===== src/rtl/spi_regbank_if.sv =====
// SPI pin bundle for spi_regbank: the controller drives ncs/sclk/copi,
// the peripheral drives cipo/cipo_oe.
interface spi_regbank_if;
    logic ncs;
    logic sclk;
    logic copi;
    logic cipo;
    logic cipo_oe;

    modport master (output ncs, output sclk, output copi, input cipo, input cipo_oe);
    modport slave  (input ncs, input sclk, input copi, output cipo, output cipo_oe);
endinterface


===== src/rtl/spi_regbank.sv =====
// Parametrised SPI mode-0 register bank with range-checked writes and frame-error reporting.
// Define SPI_REGBANK_READBACK_EN to build the CIPO read-back path.
module spi_regbank #(
    parameter int ADDR_W      = 7,
    parameter int DATA_W      = 8,
    parameter int NUM_REGS    = 8,
    parameter int SYNC_STAGES = 2
) (
    input  logic                       clk,
    input  logic                       rst_n,
    spi_regbank_if.slave               spi,
    output logic [NUM_REGS*DATA_W-1:0] regs_flat,
    output logic                       wr_strobe,
    output logic [ADDR_W-1:0]          wr_addr,
    output logic                       frame_err
);
    localparam int CMD_W   = 1 + ADDR_W;
    localparam int FRAME_W = CMD_W + DATA_W;
    localparam int CNT_W   = ($clog2(FRAME_W + 1) > 5) ? $clog2(FRAME_W + 1) : 5;
    localparam logic [CNT_W-1:0]  CMD_LAST   = CNT_W'(CMD_W);
    localparam logic [CNT_W-1:0]  FRAME_LAST = CNT_W'(FRAME_W);
    localparam logic [ADDR_W:0]   NUM_REGS_W = (ADDR_W + 1)'(NUM_REGS);

    typedef enum logic [2:0] {
        ST_IDLE   = 3'd0,
        ST_CMD    = 3'd1,
        ST_DATA   = 3'd2,
        ST_COMMIT = 3'd3,
        ST_WAIT   = 3'd4
    } state_t;

    function automatic logic addr_impl(input logic [ADDR_W-1:0] a);
        return ({1'b0, a} < NUM_REGS_W);
    endfunction

    logic [SYNC_STAGES-1:0] ncs_sync_q, ncs_sync_d, sclk_sync_q, sclk_sync_d, copi_sync_q, copi_sync_d;
    logic                   ncs_hist_q, ncs_hist_d, sclk_hist_q, sclk_hist_d;
    state_t                 state_q, state_d;
    logic [CNT_W-1:0]       cnt_q, cnt_d;
    logic [CMD_W-1:0]       cmd_q, cmd_d;
    logic [DATA_W-1:0]      data_q, data_d;
    logic [NUM_REGS*DATA_W-1:0] regs_q, regs_d;
    logic                   wr_strobe_q, wr_strobe_d, frame_err_q, frame_err_d;
    logic [ADDR_W-1:0]      wr_addr_q, wr_addr_d;

    logic ncs_s, sclk_s, copi_s, ncs_fall_s, ncs_rise_s, sclk_rise_s;
    logic [CNT_W-1:0]  cnt_inc_s;
    logic [CMD_W-1:0]  cmd_next_s;
    logic [DATA_W-1:0] data_next_s;

    assign ncs_s       = ncs_sync_q[SYNC_STAGES-1];
    assign sclk_s      = sclk_sync_q[SYNC_STAGES-1];
    assign copi_s      = copi_sync_q[SYNC_STAGES-1];
    assign ncs_fall_s  = ncs_hist_q & ~ncs_s;
    assign ncs_rise_s  = ~ncs_hist_q & ncs_s;
    assign sclk_rise_s = ~sclk_hist_q & sclk_s;
    assign cnt_inc_s   = (cnt_q == {CNT_W{1'b1}}) ? cnt_q : cnt_q + CNT_W'(1);
    assign cmd_next_s  = {cmd_q[CMD_W-2:0], copi_s};
    assign data_next_s = {data_q[DATA_W-2:0], copi_s};

    assign regs_flat = regs_q;
    assign wr_strobe = wr_strobe_q;
    assign wr_addr   = wr_addr_q;
    assign frame_err = frame_err_q;

`ifdef SPI_REGBANK_READBACK_EN
    logic [DATA_W-1:0] rd_shift_q, rd_shift_d;
    logic              cipo_oe_q, cipo_oe_d;
    logic              sclk_fall_s;

    assign sclk_fall_s = sclk_hist_q & ~sclk_s;
    assign spi.cipo    = rd_shift_q[DATA_W-1];
    assign spi.cipo_oe = cipo_oe_q;

    // Unimplemented addresses read back as zero.
    function automatic logic [DATA_W-1:0] reg_sel(input logic [NUM_REGS*DATA_W-1:0] r,
                                                  input logic [ADDR_W-1:0] a);
        logic [DATA_W-1:0] v;
        v = {DATA_W{1'b0}};
        for (int k = 0; k < NUM_REGS; k++) begin
            v = (a == k[ADDR_W-1:0]) ? r[k*DATA_W +: DATA_W] : v;
        end
        return v;
    endfunction
`else
    assign spi.cipo    = 1'b0;
    assign spi.cipo_oe = 1'b0;
`endif

    // Synchronisers, frame FSM, register update and strobes.
    always_comb begin
        ncs_sync_d  = {ncs_sync_q[SYNC_STAGES-2:0], spi.ncs};
        sclk_sync_d = {sclk_sync_q[SYNC_STAGES-2:0], spi.sclk};
        copi_sync_d = {copi_sync_q[SYNC_STAGES-2:0], spi.copi};
        ncs_hist_d  = ncs_s;
        sclk_hist_d = sclk_s;
        state_d     = state_q;
        cnt_d       = cnt_q;
        cmd_d       = cmd_q;
        data_d      = data_q;
        regs_d      = regs_q;
        wr_strobe_d = 1'b0;
        wr_addr_d   = wr_addr_q;
        frame_err_d = 1'b0;
`ifdef SPI_REGBANK_READBACK_EN
        rd_shift_d  = rd_shift_q;
        cipo_oe_d   = cipo_oe_q;
`endif
        case (state_q)
            ST_IDLE: begin
                if (ncs_fall_s) begin
                    state_d = ST_CMD;
                    cnt_d   = {CNT_W{1'b0}};
                    cmd_d   = {CMD_W{1'b0}};
                    data_d  = {DATA_W{1'b0}};
                end else begin
                    state_d = ST_IDLE;
                end
            end
            ST_CMD: begin
                if (ncs_rise_s) begin
                    state_d     = ST_IDLE;
                    frame_err_d = 1'b1;
                end else if (sclk_rise_s) begin
                    cnt_d = cnt_inc_s;
                    cmd_d = cmd_next_s;
                    if (cnt_inc_s == CMD_LAST) begin
                        state_d = ST_DATA;
`ifdef SPI_REGBANK_READBACK_EN
                        rd_shift_d = cmd_next_s[ADDR_W] ? {DATA_W{1'b0}}
                                                        : reg_sel(regs_q, cmd_next_s[ADDR_W-1:0]);
                        cipo_oe_d  = ~cmd_next_s[ADDR_W];
`endif
                    end else begin
                        state_d = ST_CMD;
                    end
                end else begin
                    state_d = ST_CMD;
                end
            end
            ST_DATA: begin
                // A final sclk edge coinciding with ncs rising still completes the frame.
                if (sclk_rise_s) begin
                    cnt_d  = cnt_inc_s;
                    data_d = data_next_s;
                    if (cnt_inc_s == FRAME_LAST) begin
                        state_d = ST_COMMIT;
                    end else if (ncs_rise_s) begin
                        state_d     = ST_IDLE;
                        frame_err_d = 1'b1;
                    end else begin
                        state_d = ST_DATA;
                    end
                end else if (ncs_rise_s) begin
                    state_d     = ST_IDLE;
                    frame_err_d = 1'b1;
`ifdef SPI_REGBANK_READBACK_EN
                // The falling edge that closes the last command bit must not shift.
                end else if (sclk_fall_s && (cnt_q != CMD_LAST)) begin
                    rd_shift_d = {rd_shift_q[DATA_W-2:0], 1'b0};
`endif
                end else begin
                    state_d = ST_DATA;
                end
            end
            ST_COMMIT: begin
                state_d = ST_WAIT;
                if (cmd_q[ADDR_W]) begin
                    if (addr_impl(cmd_q[ADDR_W-1:0])) begin
                        for (int k = 0; k < NUM_REGS; k++) begin
                            regs_d[k*DATA_W +: DATA_W] = (cmd_q[ADDR_W-1:0] == k[ADDR_W-1:0])
                                                         ? data_q : regs_q[k*DATA_W +: DATA_W];
                        end
                        wr_strobe_d = 1'b1;
                        wr_addr_d   = cmd_q[ADDR_W-1:0];
                    end else begin
                        frame_err_d = 1'b1;
                    end
                end else begin
`ifdef SPI_REGBANK_READBACK_EN
                    frame_err_d = ~addr_impl(cmd_q[ADDR_W-1:0]);
`else
                    frame_err_d = 1'b0;
`endif
                end
            end
            // Level test: the rising edge may already have been consumed by the final bit.
            ST_WAIT: begin
                state_d = ncs_s ? ST_IDLE : ST_WAIT;
            end
            default: begin
                state_d = ST_IDLE;
            end
        endcase
`ifdef SPI_REGBANK_READBACK_EN
        rd_shift_d = (state_d == ST_IDLE) ? {DATA_W{1'b0}} : rd_shift_d;
        cipo_oe_d  = (state_d == ST_IDLE) ? 1'b0 : cipo_oe_d;
`endif
    end

    // State registers; synchronisers reset to an idle bus.
    always_ff @(posedge clk or negedge rst_n) begin
        if (!rst_n) begin
            ncs_sync_q  <= {SYNC_STAGES{1'b1}};
            sclk_sync_q <= {SYNC_STAGES{1'b0}};
            copi_sync_q <= {SYNC_STAGES{1'b0}};
            ncs_hist_q  <= 1'b1;
            sclk_hist_q <= 1'b0;
            state_q     <= ST_IDLE;
            cnt_q       <= {CNT_W{1'b0}};
            cmd_q       <= {CMD_W{1'b0}};
            data_q      <= {DATA_W{1'b0}};
            regs_q      <= {(NUM_REGS*DATA_W){1'b0}};
            wr_strobe_q <= 1'b0;
            wr_addr_q   <= {ADDR_W{1'b0}};
            frame_err_q <= 1'b0;
`ifdef SPI_REGBANK_READBACK_EN
            rd_shift_q  <= {DATA_W{1'b0}};
            cipo_oe_q   <= 1'b0;
`endif
        end else begin
            ncs_sync_q  <= ncs_sync_d;
            sclk_sync_q <= sclk_sync_d;
            copi_sync_q <= copi_sync_d;
            ncs_hist_q  <= ncs_hist_d;
            sclk_hist_q <= sclk_hist_d;
            state_q     <= state_d;
            cnt_q       <= cnt_d;
            cmd_q       <= cmd_d;
            data_q      <= data_d;
            regs_q      <= regs_d;
            wr_strobe_q <= wr_strobe_d;
            wr_addr_q   <= wr_addr_d;
            frame_err_q <= frame_err_d;
`ifdef SPI_REGBANK_READBACK_EN
            rd_shift_q  <= rd_shift_d;
            cipo_oe_q   <= cipo_oe_d;
`endif
        end
    end
endmodule


===== src/flat_wrapper.sv =====
// flat-port wrapper written by rule: the top's interface ports become plain ports
module spi_regbank_flat 
#(
    parameter int ADDR_W      = 7,
    parameter int DATA_W      = 8,
    parameter int NUM_REGS    = 8,
    parameter int SYNC_STAGES = 2
)
  (clk, rst_n, regs_flat, wr_strobe, wr_addr, frame_err, spi_ncs, spi_sclk, spi_copi, spi_cipo, spi_cipo_oe);
  spi_regbank_if spi_i ();
  input  logic clk;
  input  logic rst_n;
  output logic [NUM_REGS*DATA_W-1:0] regs_flat;
  output logic wr_strobe;
  output logic [ADDR_W-1:0] wr_addr;
  output logic frame_err;
  input wire logic [$bits(spi_i.ncs)-1:0] spi_ncs;
  input wire logic [$bits(spi_i.sclk)-1:0] spi_sclk;
  input wire logic [$bits(spi_i.copi)-1:0] spi_copi;
  output wire logic [$bits(spi_i.cipo)-1:0] spi_cipo;
  output wire logic [$bits(spi_i.cipo_oe)-1:0] spi_cipo_oe;
  assign spi_i.ncs = spi_ncs;
  assign spi_i.sclk = spi_sclk;
  assign spi_i.copi = spi_copi;
  assign spi_cipo = spi_i.cipo;
  assign spi_cipo_oe = spi_i.cipo_oe;
  spi_regbank #(.ADDR_W(ADDR_W), .DATA_W(DATA_W), .NUM_REGS(NUM_REGS), .SYNC_STAGES(SYNC_STAGES)) u_core (.clk(clk), .rst_n(rst_n), .spi(spi_i), .regs_flat(regs_flat), .wr_strobe(wr_strobe), .wr_addr(wr_addr), .frame_err(frame_err));
endmodule

===== config.mk =====
export PLATFORM = sky130hd
export DESIGN_NAME = spi_regbank_flat
export DESIGN_NICKNAME = d
export VERILOG_FILES = /design/src/rtl/spi_regbank_if.sv /design/src/rtl/spi_regbank.sv /design/src/flat_wrapper.sv
export SDC_FILE = /design/constraint.sdc
export NUM_CORES = 1
export LEC_CHECK = 0
export ABC_AREA = 1
export CAP_MARGIN = 20
export CORE_AREA = 2 2 97 99
export CTS_CLUSTER_SIZE = 25
export DETAILED_ROUTE_END_ITERATION = 12
export DIE_AREA = 0 0 99 101
export PLACE_DENSITY = 0.76
export RECOVER_POWER = 25
export SLEW_MARGIN = 20
export SYNTH_ARGS = -nofsm -noshare
export SYNTH_HDL_FRONTEND = slang
export SYNTH_SLANG_ARGS = --single-unit

===== constraint.sdc =====
create_clock -name clk -period 1.53 [get_ports clk]
set_input_delay 0.459 -clock clk [delete_from_list [all_inputs] [get_ports clk]]
set_output_delay 0.459 -clock clk [all_outputs]
set_load 0.01 [all_outputs]

# Yosys cells after proc, flatten, opt, wreduce, memory -nomap -nowiden
# Index checks and enable logic that the tools add are counted.
# Widths: inputs -> output; s select.
# word_totals
input_bits	5
reg_bits	105
word_cells	92
out_inout_bits	75
# op_classes
n_bitwise	6
n_reduce_logical	17
n_eq_ne	18
n_mux	29
n_lt_le_gt_ge	1
n_addsub	1
# ops
cell	count
$reduce_and 4->1	9
$mux 8	4
$pmux 8 s2	2
$eq 7x3->1 const B	4
$mux 5	4
$pmux 3 s5	1
$pmux 5 s3	1
$eq 7x2->1 const B	2
$mux 3	4
$eq 5x5->1 const B	2
$mux 1	9
$reduce_and 3->1	3
$eq 7x1->1 const B	1
$logic_not 7->1	1
$lt 7x4->1 const B	1
$eq 3x2->1 const B	2
$mux 2	3
$ne 2x1->1 const B	3
$add 5x1->5 const B	1
$eq 5x4->1 const B	1
$reduce_bool 2->1	2
$and 1x1->1	3
$eq 3x1->1 const B	1
$eq 3x3->1 const B	1
5 further kinds	7

# Depth between registers and ports, before layout
# Gate-level depths: netlist of run 1.
# depth
ltp_word	7
ltp_mapped	11
depth_no_buf	11

# Worst setup path after synthesis of run 1
# OpenSTA, ideal clock, no wires.
# synth_timing
path_type	register to register
start	register u_core.cnt_q[0]
end	register u_core.frame_err_q, in the netlist u_core.frame_err
setup_time_ns	0.121
arrival_time_ns	1.296
required_time_ns	1.409
synth_period_minus_slack_ns	1.417
slack_ns	0.113
path_stages_with_launch	9
path_buffers	0
path_cell_list	dfrtp_1 ha_1 nand4_1 nand2_1 nand2_1 nor2_1 nand2_1 nand3_1 nand2_1
# synth_via
elab_chain_cells	6
elab_cells_between_ends	7
cone_classes	1 x add/sub; 2 x eq/ne; 4 x mux
# synth_rtl
item	line_no	source
from (decl)	spi_regbank.sv:39	logic [CNT_W-1:0] cnt_q, cnt_d;
from (signal assigned)	spi_regbank.sv:210	cnt_q <= {CNT_W{1'b0}};
from (signal assigned)	spi_regbank.sv:228	cnt_q <= cnt_d;
$add 5x1->5 or $eq 5x5->1 (tied branches)	spi_regbank.sv:57	assign cnt_inc_s = (cnt_q == {CNT_W{1'b1}}) ? cnt_q : cnt_q + CNT_W'(1);
$mux 5 (*)	spi_regbank.sv:57	
$eq 5x5->1 (*)	spi_regbank.sv:146	if (cnt_inc_s == FRAME_LAST) begin
$mux 1 (*)	spi_regbank.sv:146	
$mux 1 (*)	spi_regbank.sv:143	if (sclk_rise_s) begin
$pmux 1 s3 (*)	spi_regbank.sv:109	case (state_q)
named net u_core.frame_err_d	spi_regbank.sv:43	logic wr_strobe_q, wr_strobe_d, frame_err_q, frame_err_d;
to (signal assigned)	spi_regbank.sv:234	frame_err_q <= frame_err_d;
to (decl)	spi_regbank.sv:43	
# The timed path passes the listed nets; every way through them passes the cells marked *.
# A chain may end at the register's enable or synchronous reset.

# Worst setup path after layout of run 1
# layout_timing
start	register u_core.regs_q[56], in the netlist u_core.regs_flat[56]
end	output regs_flat[56]
# layout_rtl
item	line_no	source
from (decl)	spi_regbank.sv:42	logic [NUM_REGS*DATA_W-1:0] regs_q, regs_d;
from (signal assigned)	spi_regbank.sv:213	regs_q <= {(NUM_REGS*DATA_W){1'b0}};
from (signal assigned)	spi_regbank.sv:231	regs_q <= regs_d;
to (decl)	flat_wrapper.sv:13	output logic [NUM_REGS*DATA_W-1:0] regs_flat;
# No word-level cell between the ends.

==> flow_metrics.env, run 1 <==
export IMPL_crit_required_ps=1070
export IMPL_ys_seq_elements=105
export IMPL_ant_nets=0
export IMPL_synth_cells=509
export IMPL_wl_per_cell_um=14.82
export IMPL_layout_setup_ws_ps=-12.51
export IMPL_die_h_um=101
export IMPL_cp_start_kind="register"
export IMPL_antenna_found_initial=0
export IMPL_crit_family="flip-flops"
export IMPL_netlist_area_um2=4400
export IMPL_placed_area_um2=5408
export IMPL_cpPeakStageDelay_ps=410
export IMPL_cts_tree="yes"
export IMPL_rsz0062_at_grt="yes"
export IMPL_numPortBuffers=77
export IMPL_p_per_area_nw_per_um2=872.4
export IMPL_overflow=0
export IMPL_crit_path_end="regs_flat[56]"
export IMPL_grt_pass1_vias=3477
export IMPL_hold_viol=0
export IMPL_worstReg2RegStart="u_core.state_q[2]"
export IMPL_post_synth_cell_area_avg_um2=8.645
export IMPL_status="finished with violations"
export IMPL_clock_tree_root_cell="clkbuf_8"
export IMPL_finalSetupTns_ps=-23.50
export IMPL_final_cell_mix="nand2_1 (213), dfrtp_1 (98), clkdlybuf4s15_1 (60)"
export IMPL_pre_cts_slack_ps=-75.61
export IMPL_clk_latency_ps=380
export IMPL_routed_via_density=5.053
export IMPL_route_vias_total=3845
export IMPL_clk_pin_slew_ps=130
export IMPL_drtPass1Iterations=5
export IMPL_grt_max_degree=30
export IMPL_fin_area_um2=6158
export IMPL_cp_max_fo=2
export IMPL_cts_made_buffers=9
export IMPL_end_kind="output pin"
export IMPL_startpoint="u_core.regs_flat[56]"
export IMPL_first_iter_violations=161
export IMPL_place_detailed_hpwl_um=7334
export IMPL_r2r_end="u_core.regs_flat[44]"
export IMPL_core_um2=8977
export IMPL_layout_drive_gt1_share_pct=25.38
export IMPL_grt_util_all_layers_pct=21.45
export IMPL_totalWireLength_um=11280
export IMPL_fmax_mhz=648.3
export IMPL_dieArea_um2=9999
export IMPL_slew_violations=0
export IMPL_hold_class="register to register"
export IMPL_globalplace_congestion=0.8664
export IMPL_yosys_warnings=0
export IMPL_multiInputGateArea_um2=1782
export IMPL_path_depth=1
export IMPL_ctsHtreeMaxLevel=3
export IMPL_final_fill_count=676
export IMPL_start_util_pct=49.02
export IMPL_synth_top_area_share_pct=58.00
export IMPL_leakagePower_nw=3.320
export IMPL_worstSetupPathType="register to output pin"
export IMPL_utilization_pct=68.60
export IMPL_die_width_um=99
export IMPL_synth_top_area_cell="dfrtp_1"
export IMPL_setup_viol=2
export IMPL_antenna_diode_count=0
export IMPL_critical_path_cell_chain="clkdlybuf4s15_1"
export IMPL_worstMarginPinSlew_ps=525.6
export IMPL_rrSetupSlack_ps=-10
export IMPL_cts_buffer_depth=2
export IMPL_area_growth_pct=39.95
export IMPL_critPathBufInv=1
export IMPL_placementRows=35
export IMPL_maxCapViolCount=0
export IMPL_netlist_cell_type_count=30
export IMPL_min_period_ps=1543
export IMPL_slew_headroom_pct=64.96
export IMPL_synth_area_leaders="dfrtp_1 (58%), nand2_1 (21%), nand3_1 (4.1%), inv_1 (2.3%), dfstp_2 (1.8%)"
export IMPL_layout_commonest_cell="nand2_1"
export IMPL_clkSinkCount=105
export IMPL_arrival_ps=1080
export IMPL_violations="setup timing"
export IMPL_min_period_over_period_pct=100.8
export IMPL_holdWs_ps=354.7
export IMPL_drc=0
export IMPL_cp_slowest_cell="dfrtp_1"
export IMPL_ff2ff_path_depth=9
export IMPL_ys_seq_area_share_pct=59.80
export IMPL_regArea_um2=2636
export IMPL_final_setup_skew_ps=20.69
export IMPL_grt_first_pass_wirelength_um=16870
export IMPL_peakVddDrop_uv=526.2
export IMPL_io_pins=80
export IMPL_layout_nets=651
## sequential cells by signal (all words and copies together) (netlist names)
signal,count
u_core.data_q,8
u_core.state_q,3
u_core.frame_err,1
u_core.copi_sync_q,2
u_core.wr_addr,7
u_core.cnt_q,5
u_core.regs_flat,64
u_core.ncs_sync_q,2
u_core.sclk_hist_q,1
u_core.sclk_sync_q,2
u_core.cmd_q,8
u_core.wr_strobe,1
u_core.ncs_hist_q,1
## final cells by class
type	count	share of cell area, %
repair buffers	144	20.93
inverters	30	1.829
clock buffers	9	2.011
multi-input cells	355	28.93
clock inverters	7	1.239
well taps	111	2.255
flip-flops and latches	105	42.81
## stage by stage
step | std cells | total power, mW
floorplan | 510 | 3.287
CTS | 730 | 5.287
detailed placement | 700 | 3.536
global placement | 700 | 3.521
finish | 761 | 5.373
global route | 761 | 5.623
## kinds of logic (layout without fill, tap and decap cells)
group / count (synthesis) / count (layout) / share of synthesized area, %
simple gates: 330 / 330 / 32.39
flops: 105 / 105 / 59.80
buf+inv: 50 / 190 / 4.691
compound gates: 21 / 21 / 2.559
fa+ha+maj: 1 / 1 / 0.2843
other cells: 1 / 2 / 0.08522
xor+xnor: 1 / 1 / 0.1991
## worst min-delay path by stage
stage | from | to | slack (ps) | cells past startpoint
2_1_floorplan | rst_n | u_core.cmd_q[0] | 160 | 0
4_1_cts | u_core.ncs_sync_q[0] | u_core.ncs_sync_q[1] | 360 | 0
6_report | u_core.ncs_sync_q[0] | u_core.ncs_sync_q[1] | 350 | 0
3_5_place_dp | u_core.copi_sync_q[0] | u_core.copi_sync_q[1] | 340 | 0
3_3_place_gp | u_core.sclk_sync_q[0] | u_core.sclk_sync_q[1] | 330 | 0
5_1_grt | u_core.ncs_sync_q[0] | u_core.ncs_sync_q[1] | 350 | 0
## timing repair
| item | 4_1_cts | 5_1_grt |
|---|---|---|
| pin swaps | 6 | 17 |
| buffers inserted | 13 | 31 |
| hold endpoints to repair | 13 | 0 |
| hold buffers | 1 | 0 |
| setup endpoints to repair | 137 | 132 |
| gates resized for setup | 111 | 104 |
## report_power, final
part           internal [mW]  switching (mW)  total [mW]
clock network          0.664            1.09        1.75
logic                  0.249           0.462       0.712
registers               2.84          0.0680        2.91
## routing by layer
| layer | up-vias | part of all wire (%) | wire length (um) | track usage [%] |
|---|---|---|---|---|
| met1 | 1879 | 41 | 4609 | 29.01 |
| met3 | 12 | 5.8 | 658 | 3.398 |
| met4 | 0 | 1.4 | 157 | 6.744 |
| li1 | 1857 | - | - | - |
| met5 | - | 0 | 0 | 0 |
| met2 | 97 | 52 | 5851 | 35.91 |
## synth_stat cells
cell type / count
nor3_2: 1
and3_1: 6
inv_2: 3
a21oi_2: 1
dfstp_2: 3
o21ai_1: 2
o21ai_0: 14
nand3_1: 36
nor3_4: 2
a32oi_1: 1
nor3_1: 6
nand2_2: 9
nor2_1: 17
nand4_2: 1
ha_1: 1
xnor2_1: 1
dfrtp_1: 102
or2_2: 1
buf_4: 2
conb_1: 1
nand3_2: 1
nand2_4: 1
nand4_1: 3
nand2_1: 241
a21oi_1: 3
nor2_4: 4
inv_1: 27
clkbuf_1: 9
buf_2: 9
nor2_2: 1
Note: power is estimated with default switching activity, not from simulation.
==> inputs of run 2 (changes only) <==
Settings changed: CORE_AREA 2 2 97 99 to 2 2 112 87, DIE_AREA 0 0 99 101 to 0 0 114 89, PLACE_DENSITY 0.76 to 0.75.
==> run 2 against run 1 <==
The run still ends with setup timing left. Combinational power up 0.7%. Sequential cell count unchanged. Final cell count is 5.0% lower. Highest routed layer unchanged. Register-to-register slack lost 30 ps. Die area rose by 1.5%. Fmax down 2.1%. Via count down 3.8%. Largest cell class unchanged. Critical path depth is 7 higher. Non-clock buffer count decreased by 39. Worst hold slack lost 3.0 ps. Core utilization down 2.9 points. Sequential share of layout area up 2.1 points.
==> flow_metrics.env, run 2 (synthesis results as in run 1) <==
export IMPL_status="finished with violations"
export IMPL_violations="setup timing"
export IMPL_holdWs_ps=351.7
export IMPL_seqPwrFrac_pct=48.9
export IMPL_routed_via_density=5.116
export IMPL_peakVddDrop_uv=485.1
export IMPL_grt_util_all_layers_pct=22.08
export IMPL_crit_required_ps=1770
export IMPL_min_period_over_period_pct=103.0
export IMPL_min_period_ps=1575
export IMPL_maxCapViolCount=0
export IMPL_die_width_um=114
export IMPL_area_growth_pct=33.35
export IMPL_fmax_mhz=634.8
export IMPL_layout_drive_gt1_share_pct=20.95
export IMPL_final_fill_count=738
export IMPL_drtPass1Iterations=7
export IMPL_slew_violations=0
export IMPL_cp_max_fo=8
export IMPL_internal_power_mw=4.386
export IMPL_totalWireLength_um=10820
export IMPL_utilization_pct=65.69
export IMPL_hold_class="register to register"
export IMPL_clkSinkCount=105
export IMPL_worstSetupPathType="register to register"
export IMPL_cpPeakStageDelay_ps=440
export IMPL_hold_viol=0
export IMPL_path_depth=8
export IMPL_grt_max_degree=38
export IMPL_ff2ff_path_depth=8
export IMPL_cp_slowest_cell="dfrtp_2"
export IMPL_multiInputGateArea_um2=1760
export IMPL_antenna_diode_count=0
export IMPL_cts_made_buffers=9
export IMPL_ant_nets=0
export IMPL_fin_area_um2=5868
export IMPL_grtUsageMet1_pct=31.93
export IMPL_crit_family="simple AND/OR/NAND/NOR gates"
export IMPL_overflow=0
export IMPL_placementRows=30
export IMPL_p_sw_mw=1.562
export IMPL_regArea_um2=2634
export IMPL_io_pins=80
export IMPL_swShare_pct=26.26
export IMPL_layout_commonest_cell="nand2_1"
export IMPL_placed_area_um2=5394
export IMPL_clock_tree_root_cell="clkbuf_16"
export IMPL_die_h_um=89
export IMPL_clk_latency_ps=340
export IMPL_core_um2=8934
export IMPL_place_detailed_hpwl_um=7438
export IMPL_grt_first_pass_wirelength_um=17390
export IMPL_dieArea_um2=10150
export IMPL_arrival_ps=1810
export IMPL_grt_use_met2_pct=34.04
export IMPL_cts_buffer_depth=2
export IMPL_clk_pin_slew_ps=70
export IMPL_largest_reg_flops=64
export IMPL_first_iter_violations=323
export IMPL_final_setup_skew_ps=9.701
export IMPL_wl_per_cell_um=14.97
export IMPL_cts_tree="yes"
export IMPL_final_cell_mix="nand2_1 (207), dfrtp_1 (100), dlygate4sd2_1 (70)"
export IMPL_globalplace_congestion=0.9228
export IMPL_pwr_share_clk_pct=39.0
export IMPL_cp_start_kind="register"
export IMPL_numPortBuffers=77
export IMPL_layout_nets=612
export IMPL_drc=0
export IMPL_pwr_share_comb_pct=12.0
export IMPL_end_kind="register"
export IMPL_critical_path_cell_chain="inv_2 -> nand3_4 -> nor2_4 -> nand2_4 -> nor2_4 -> nand2_4 -> nand2_1 -> nand2_1"
export IMPL_route_vias_total=3699
export IMPL_use_met3_pct=5.017
export IMPL_start_util_pct=49.26
export IMPL_worstMarginPinSlew_ps=552.9
export IMPL_slew_headroom_pct=63.14
export IMPL_layout_setup_ws_ps=-45.32
export IMPL_ctsHtreeMaxLevel=3
export IMPL_holdPathStages=0
export IMPL_antenna_found_initial=0
export IMPL_critPathBufInv=1
export IMPL_setup_viol=31
export IMPL_leakagePower_nw=3.452
export IMPL_grt_pass1_vias=3468
export IMPL_rsz0062_at_grt="yes"
export IMPL_p_per_area_nw_per_um2=1014
export IMPL_busiest_layer="met2"
==> run 2: worst paths after layout <==
check | end | slack [ps] | start
worst min-delay path | u_core.sclk_sync_q[1] | 350 | u_core.sclk_sync_q[0]
max in group asynchronous | u_core.ncs_sync_q[0] | 210 | rst_n
worst max-delay path | u_core.regs_flat[15] | -50 | u_core.state_q[2]
worst min register to register | u_core.sclk_sync_q[1] | 350 | u_core.sclk_sync_q[0]
worst max register to register | u_core.regs_flat[15] | -50 | u_core.state_q[2]
min in group asynchronous | u_core.wr_strobe | 640 | rst_n
==> run 2: cell type report <==
| type | count | area share (%) |
|---|---|---|
| Clock buffer | 9 | 3.838 |
| Clock inverter | 7 | 1.301 |
| Inverter | 30 | 1.919 |
| Multi-Input combinational cell | 355 | 30.00 |
| Sequential cell | 105 | 44.88 |
| Tap cell | 112 | 2.388 |
| Timing Repair Buffer | 105 | 15.67 |
==> run 2: routing by layer <==
layer	wire (um)	share of wire, %
met1	4925	46
met2	5018	46
met3	783	7.2
met4	92	0.85
met5	0	0
==> run 2: stage by stage <==
step	std cells	power, mW	setup TNS (ps)	setup slack (ps)
2_1_floorplan	510	3.287	0	112.6
3_3_place_gp	699	3.523	0	37.34
3_5_place_dp	699	3.538	-114.3	-26.66
4_1_cts	716	5.864	-17.58	-13.68
5_1_grt	723	6.210	-4121	-109.7
6_report	723	5.948	-630.4	-45.32
==> run 2: power groups by stage <==
stage               registers (mW)  logic, mW  clock network (mW)
global placement              2.94      0.579                   0
detailed placement            2.95      0.589                   0
global route                  2.92      0.794                2.50
CTS                           2.89      0.595                2.37
floorplan                     2.95      0.341                   0
finish                        2.91      0.717                2.32
==> run 2: timing repair <==
item                       CTS  global route
hold buffers                 1             0
hold endpoints to repair     4             0
setup endpoints to repair  104            83
gates resized for setup     74            78
pin swaps                    2            17
setup buffers                0             7
